**src/rtl/cmd_bus_master_if.sv**
```systemverilog
// Command-in / bus / response-out signal bundle for cmd_bus_master.
// master is the view of cmd_bus_master itself; slave is the view of its surroundings.
interface cmd_bus_master_if #(
  parameter int AW = 5
);
  logic          IN_VALID;
  logic          IN_READY;
  logic [2:0]    IN_CMD;
  logic [AW-1:0] IN_ADDR;
  logic [7:0]    IN_DATA;
  logic [AW-1:0] IN_LEN;

  logic          M_EX_REQ;
  logic [AW-1:0] M_ADDR;
  logic [2:0]    M_CMD;
  logic [7:0]    M_D_WR;
  logic          M_EX_ACK;
  logic [7:0]    M_D_RD;

  logic          OUT_VALID;
  logic          OUT_READY;
  logic [7:0]    OUT_DATA;
  logic          OUT_ERR;

  modport master (
    input  IN_VALID, IN_CMD, IN_ADDR, IN_DATA, IN_LEN,
    output IN_READY,
    output M_EX_REQ, M_ADDR, M_CMD, M_D_WR,
    input  M_EX_ACK, M_D_RD,
    output OUT_VALID, OUT_DATA, OUT_ERR,
    input  OUT_READY
  );

  modport slave (
    output IN_VALID, IN_CMD, IN_ADDR, IN_DATA, IN_LEN,
    input  IN_READY,
    input  M_EX_REQ, M_ADDR, M_CMD, M_D_WR,
    output M_EX_ACK, M_D_RD,
    input  OUT_VALID, OUT_DATA, OUT_ERR,
    output OUT_READY
  );
endinterface

```
**src/rtl/cmd_bus_master.sv**
```systemverilog
// Single-command bus initiator: takes one command, runs its EX_REQ/EX_ACK beats
// (with FILL bursts and a request timeout), then returns exactly one response beat.
module cmd_bus_master #(
  parameter int AW      = 5,
  parameter int TIMEOUT = 15
) (
  input  logic              CLK,
  input  logic              RST,
  cmd_bus_master_if.master  bus
);

  localparam logic [2:0] CMD_NOP   = 3'd0;
  localparam logic [2:0] CMD_WRITE = 3'd1;
  localparam logic [2:0] CMD_READ  = 3'd2;
  localparam logic [2:0] CMD_FILL  = 3'd3;
  localparam logic [7:0] TO_LAST   = 8'(TIMEOUT - 1);

  typedef enum logic [1:0] {IDLE, REQ, RESP} state_t;

  state_t        state;
  logic [AW-1:0] beat_cnt;
  logic [7:0]    to_cnt;

  logic          req_q;
  logic [AW-1:0] addr_q;
  logic [2:0]    cmd_q;
  logic [7:0]    dwr_q;
  logic          out_valid_q;
  logic [7:0]    out_data_q;
  logic          out_err_q;

  // IN_READY is decoded from state so it drops in the same cycle reset is asserted.
  assign bus.IN_READY  = (state == IDLE) & ~RST;
  assign bus.M_EX_REQ  = req_q;
  assign bus.M_ADDR    = addr_q;
  assign bus.M_CMD     = cmd_q;
  assign bus.M_D_WR    = dwr_q;
  assign bus.OUT_VALID = out_valid_q;
  assign bus.OUT_DATA  = out_data_q;
  assign bus.OUT_ERR   = out_err_q;

  // NOTE: all state updates use non-blocking assignments so every register sees
  // the pre-edge values of the others, independent of statement order.
  always_ff @(posedge CLK) begin
    if (RST) begin
      state       <= IDLE;
      beat_cnt    <= '0;
      to_cnt      <= '0;
      req_q       <= 1'b0;
      addr_q      <= '0;
      cmd_q       <= 3'd0;
      dwr_q       <= 8'd0;
      out_valid_q <= 1'b0;
      out_data_q  <= 8'd0;
      out_err_q   <= 1'b0;
    end else begin
      case (state)
        IDLE: begin
          if (bus.IN_VALID) begin
            out_data_q <= 8'd0;
            out_err_q  <= 1'b0;
            to_cnt     <= '0;
            case (bus.IN_CMD)
              CMD_NOP: begin
                out_valid_q <= 1'b1;
                state       <= RESP;
              end
              CMD_WRITE, CMD_FILL: begin
                cmd_q    <= CMD_WRITE;
                addr_q   <= bus.IN_ADDR;
                dwr_q    <= bus.IN_DATA;
                req_q    <= 1'b1;
                beat_cnt <= (bus.IN_CMD == CMD_FILL) ? bus.IN_LEN : '0;
                state    <= REQ;
              end
              CMD_READ: begin
                cmd_q    <= CMD_READ;
                addr_q   <= bus.IN_ADDR;
                req_q    <= 1'b1;
                beat_cnt <= '0;
                state    <= REQ;
              end
              default: begin
                out_err_q   <= 1'b1;
                out_valid_q <= 1'b1;
                state       <= RESP;
              end
            endcase
          end
        end

        REQ: begin
          if (bus.M_EX_ACK) begin
            to_cnt <= '0;
            if (cmd_q == CMD_READ) out_data_q <= bus.M_D_RD;
            if (beat_cnt != '0) begin
              beat_cnt <= beat_cnt - 1'b1;
              addr_q   <= addr_q + 1'b1;
            end else begin
              req_q       <= 1'b0;
              cmd_q       <= 3'd0;
              out_valid_q <= 1'b1;
              state       <= RESP;
            end
          end else if (to_cnt == TO_LAST) begin
            // Abort drops any remaining FILL beats; completed beats stay written.
            req_q       <= 1'b0;
            cmd_q       <= 3'd0;
            out_data_q  <= 8'd0;
            out_err_q   <= 1'b1;
            out_valid_q <= 1'b1;
            to_cnt      <= '0;
            state       <= RESP;
          end else begin
            to_cnt <= to_cnt + 8'd1;
          end
        end

        RESP: begin
          if (bus.OUT_READY) begin
            out_valid_q <= 1'b0;
            state       <= IDLE;
          end
        end

        default: state <= IDLE;
      endcase
    end
  end

endmodule

```
**src/flat_wrapper.sv**
```systemverilog
// flat-port wrapper written by rule: the top's interface ports become plain ports
module cmd_bus_master_flat 
#(
  parameter int AW      = 5,
  parameter int TIMEOUT = 15
)
  (CLK, RST, bus_IN_VALID, bus_IN_CMD, bus_IN_ADDR, bus_IN_DATA, bus_IN_LEN, bus_IN_READY, bus_M_EX_REQ, bus_M_ADDR, bus_M_CMD, bus_M_D_WR, bus_M_EX_ACK, bus_M_D_RD, bus_OUT_VALID, bus_OUT_DATA, bus_OUT_ERR, bus_OUT_READY);
  cmd_bus_master_if #(.AW(AW)) bus_i ();
  input  logic CLK;
  input  logic RST;
  input wire logic [$bits(bus_i.IN_VALID)-1:0] bus_IN_VALID;
  input wire logic [$bits(bus_i.IN_CMD)-1:0] bus_IN_CMD;
  input wire logic [$bits(bus_i.IN_ADDR)-1:0] bus_IN_ADDR;
  input wire logic [$bits(bus_i.IN_DATA)-1:0] bus_IN_DATA;
  input wire logic [$bits(bus_i.IN_LEN)-1:0] bus_IN_LEN;
  output wire logic [$bits(bus_i.IN_READY)-1:0] bus_IN_READY;
  output wire logic [$bits(bus_i.M_EX_REQ)-1:0] bus_M_EX_REQ;
  output wire logic [$bits(bus_i.M_ADDR)-1:0] bus_M_ADDR;
  output wire logic [$bits(bus_i.M_CMD)-1:0] bus_M_CMD;
  output wire logic [$bits(bus_i.M_D_WR)-1:0] bus_M_D_WR;
  input wire logic [$bits(bus_i.M_EX_ACK)-1:0] bus_M_EX_ACK;
  input wire logic [$bits(bus_i.M_D_RD)-1:0] bus_M_D_RD;
  output wire logic [$bits(bus_i.OUT_VALID)-1:0] bus_OUT_VALID;
  output wire logic [$bits(bus_i.OUT_DATA)-1:0] bus_OUT_DATA;
  output wire logic [$bits(bus_i.OUT_ERR)-1:0] bus_OUT_ERR;
  input wire logic [$bits(bus_i.OUT_READY)-1:0] bus_OUT_READY;
  assign bus_i.IN_VALID = bus_IN_VALID;
  assign bus_i.IN_CMD = bus_IN_CMD;
  assign bus_i.IN_ADDR = bus_IN_ADDR;
  assign bus_i.IN_DATA = bus_IN_DATA;
  assign bus_i.IN_LEN = bus_IN_LEN;
  assign bus_IN_READY = bus_i.IN_READY;
  assign bus_M_EX_REQ = bus_i.M_EX_REQ;
  assign bus_M_ADDR = bus_i.M_ADDR;
  assign bus_M_CMD = bus_i.M_CMD;
  assign bus_M_D_WR = bus_i.M_D_WR;
  assign bus_i.M_EX_ACK = bus_M_EX_ACK;
  assign bus_i.M_D_RD = bus_M_D_RD;
  assign bus_OUT_VALID = bus_i.OUT_VALID;
  assign bus_OUT_DATA = bus_i.OUT_DATA;
  assign bus_OUT_ERR = bus_i.OUT_ERR;
  assign bus_i.OUT_READY = bus_OUT_READY;
  cmd_bus_master #(.AW(AW), .TIMEOUT(TIMEOUT)) u_core (.CLK(CLK), .RST(RST), .bus(bus_i));
endmodule
```
**config.mk**
```make
export PLATFORM = sky130hd
export DESIGN_NAME = cmd_bus_master_flat
export DESIGN_NICKNAME = d
export VERILOG_FILES = /design/src/rtl/cmd_bus_master_if.sv /design/src/rtl/cmd_bus_master.sv /design/src/flat_wrapper.sv
export SDC_FILE = /design/constraint.sdc
export NUM_CORES = 1
export LEC_CHECK = 0
export CORE_ASPECT_RATIO = 0.5
export CORE_MARGIN = 1
export CORE_UTILIZATION = 46
export CTS_CLUSTER_DIAMETER = 60
export DETAILED_ROUTE_END_ITERATION = 8
export PLACE_DENSITY = 0.83
export SLEW_MARGIN = 15
export SYNTH_ARGS = -nofsm -noshare
export SYNTH_HDL_FRONTEND = slang
export SYNTH_SLANG_ARGS = --single-unit
```
**constraint.sdc**
```tcl
create_clock -name CLK -period 2.17 [get_ports CLK]
set_input_delay 0.3255 -clock CLK [delete_from_list [all_inputs] [get_ports CLK]]
set_output_delay 0.3255 -clock CLK [all_outputs]
set_load 0.1 [all_outputs]
```
==> metrics.txt <==
GRT Overall Usage 23.3%; Slew HR 60.3%; Synth area leaders dfxtp_1 41%, a21oi_1 6.0%, nand2_1 5.1%, ha_1 4.4%, a22o_1 4.0%; non-filler cells, final 355; post-synth top area share 41.2%; max-slew violations 0; slowest stage delay, CP 0.50 ns; clock buffer count from CTS 5; Syn Inst Count 230; placed insts 347; Nets 341; startpoint types flop; initial drt markers 101; largest net degree at the start of global routing 15; status completed; unrepaired setup endpoints after global routing no; Static Leak 1.08 nW; mean post-synth cell area 8.66 um2; reg2reg end u_core.bus.OUT_DATA[7]$_SDFFE_PP0P_; Syn Nets 271; critical path arrival 2.24 ns; I/O Buffers 60; I/O pins 62; Area Overhead vs Synth 41.2%; Vias 1984; most frequent cells in the layout 41 x dfxtp_1, 40 x buf_4, 33 x clkdlybuf4s50_1; Post-Syn Area 1990 um2; TritonRoute pass-1 iters 4; Worst Hold Path Cells 2; hold path endpoint u_core.bus.M_D_WR[6]$_SDFFE_PP0P_; root buf cell clkbuf_8; Synth area leader dfxtp_1; WP data required 2.36 ns; clk sink count 41; Overflow after GRT 0; setup ws final 0.124 ns; core area 4020 um2; Placer Congestion 0.829; layout cells sized above 1 19.3%; delay-heaviest family, CP compound AO/OA/AOI/OAI gates; HP Class reg2reg; kind of critical path reg2reg; H-tree depth 2; CTS tree done; r2r setup slk 0.12 ns; TNS Setup 0 ns; Hold Vio Cnt, Final 0; initial antenna violation count 0; DP HPWL 3760 um; Site Rows 16; Initial Utilization 49.5%; DIE WIDTH 95.0 um; Longest Clk Path Bufs 2; vias in the first global route 1912; f_max 489 MHz; Synth async-reset ratio 0%; clock skew 0.00671 ns; Setup crit end kind flop; worst r2r path cells 6; die height 48.5 um; Hold Startpoint u_core.bus.M_D_WR[6]$_SDFFE_PP0P_; DRC viols 0; Buf/Inv on CP 1; Worst R2R Start u_core.to_cnt[0]$_SDFFE_PP0P_; fin crit share 94.3%; Final min period 2.05 ns; n_diodes 0; number of synthesized register bits 41; number of flops mapped to enable cells by yosys 0; VDD IR max 396 uV; post-route ant nets 0; max_cap viols 0; number of warning messages in the yosys log 0; fill cell count 328; die area 4610 um2; crit path from u_core.to_cnt[0]$_SDFFE_PP0P_; Max stage delay cell, worst path or4b_1; total power 0.00243 W; post-place setup slack 0.108 ns; Synth Flop Type dfxtp_1; vias per cell 5.59; pwr dens 863 nW/um2; Seq/Total Area, Yosys 41.2%; hold buffer count at CTS 0; # setup viols final 0; global-route wire length before repair 8520 um; Worst Max-Slew Pin Slew 0.595 ns; crit path max fanout 8; commonest non-fill, non-tap cell in the layout dfxtp_1; CTS clk-pin slew, worst paths 0.08 ns; drt wl/cell 14.3 um; Clk Latency, worst-skew pair 0.30 ns; worst-path cell chain inv_1 > ha_1 > or4b_1 > o311ai_0 > a21oi_1 > a22o_1; WL final 5080 um; Distinct cells, synth 49
==> state kept, by name, indices dropped and copies added (netlist names) <==
signal / count
u_core.beat_cnt: 5
u_core.bus.M_ADDR: 5
u_core.bus.M_CMD: 2
u_core.bus.M_D_WR: 8
u_core.bus.M_EX_REQ: 1
u_core.bus.OUT_DATA: 8
u_core.bus.OUT_ERR: 1
u_core.bus.OUT_VALID: 1
u_core.state: 2
u_core.to_cnt: 8
==> per-stage QoR <==
step | hold WS, ns | util (%) | cell area, um2
2_1_floorplan | 0.441 | - | 1990
3_3_place_gp | 0.443 | 66.2 | 2670
3_5_place_dp | 0.452 | 66.2 | 2670
4_1_cts | 0.464 | 69.6 | 2800
5_1_grt | 0.488 | 69.9 | 2810
6_report | 0.462 | 69.9 | 2810
==> cells by family (layout without fill, tap and decap cells) <==
kind of cell	after synthesis	in the layout	synth area share, %
other	1	1	0.188
multiplexers	2	2	1.07
XOR/XNOR	6	6	2.64
adder cells (fa/ha/maj)	7	7	4.40
buffers and inverters	22	93	4.40
AO/OA/AOI/OAI	75	75	26.1
flip-flops	41	41	41.2
AND/OR/NAND/NOR	76	76	19.9
==> timing repair <==
| item | 4_1_cts | 5_1_grt |
|---|---|---|
| buffers inserted | 0 | 0 |
| endpoints found under the setup margin | 0 | 11 |
| resized for setup | 0 | 2 |
==> worst register-to-register path: cells and delay by family, from the launching register on <==
| kind | cells | cell delay (ns) |
|---|---|---|
| fa+ha+maj | 1 | 0.13 |
| compound gates | 3 | 0.90 |
| simple gates | 1 | 0.50 |
| buf+inv | 1 | 0.07 |
| flops | 1 | 0.35 |
==> area by class of cell <==
type | instances | area, um2 | area share [%]
multi-input combinational | 167 | 1100 | 39.0
inverter | 11 | 41.3 | 1.47
clock buffer | 5 | 68.8 | 2.45
timing repair buffer | 74 | 651 | 23.1
sequential | 41 | 821 | 29.2
clock inverter | 3 | 65.1 | 2.31
tap | 54 | 67.6 | 2.40
==> worst max path at each step <==
| stage | endpoint | slack (ns) | cells past startpoint |
|---|---|---|---|
| detailed placement | u_core.bus.OUT_DATA[2]$_SDFFE_PP0P_ | 0.11 | 4 |
| floorplan | bus_IN_READY | 0.13 | 4 |
| CTS | u_core.state[0]$_SDFFE_PP0P_ | 0.09 | 6 |
| global route | u_core.bus.OUT_DATA[0]$_SDFFE_PP0P_ | 0.0006 | 6 |
| global placement | u_core.bus.M_EX_REQ$_SDFFE_PP0P_ | 0.15 | 7 |
| finish | u_core.bus.OUT_DATA[7]$_SDFFE_PP0P_ | 0.12 | 6 |
==> synth_stat cells, drive strengths merged, types with 2 or more instances <==
cell type,n
a31oi,5
o31ai,5
a21o,2
and2,3
nand2,27
nand3,6
o21ai,6
clkbuf,8
xor2,4
xnor2,2
buf,3
a311oi,3
nor2,9
ha,7
nor2b,6
a22o,9
a211oi,7
a21oi,24
or3,3
o32ai,2
a31o,2
nand4,2
inv,11
or4b,2
nand3b,3
dfxtp,41
nor3,9
==> metal layers <==
| metal | share of wire (%) | routed length [um] | GRT usage [%] | vias to the layer above |
|---|---|---|---|---|
| met1 | 45 | 2270 | 30.1 | 940 |
| met5 | 0 | 0 | 0 | - |
| li1 | - | - | - | 987 |
| met2 | 50 | 2530 | 39.6 | 53 |
| met3 | 4.7 | 241 | 4.87 | 4 |
| met4 | 0.73 | 37 | 5.81 | 0 |
==> where the power goes <==
part | leakage (nW) | internal (W) | switching [W]
clock network | 0.0681 | 0.000457 | 0.000269
registers | 0.333 | 0.000806 | 0.0000421
logic | 0.680 | 0.000307 | 0.000546
total | 1.08 | 0.00157 | 0.000857
No activity file was read; power rests on OpenSTA's default activity.
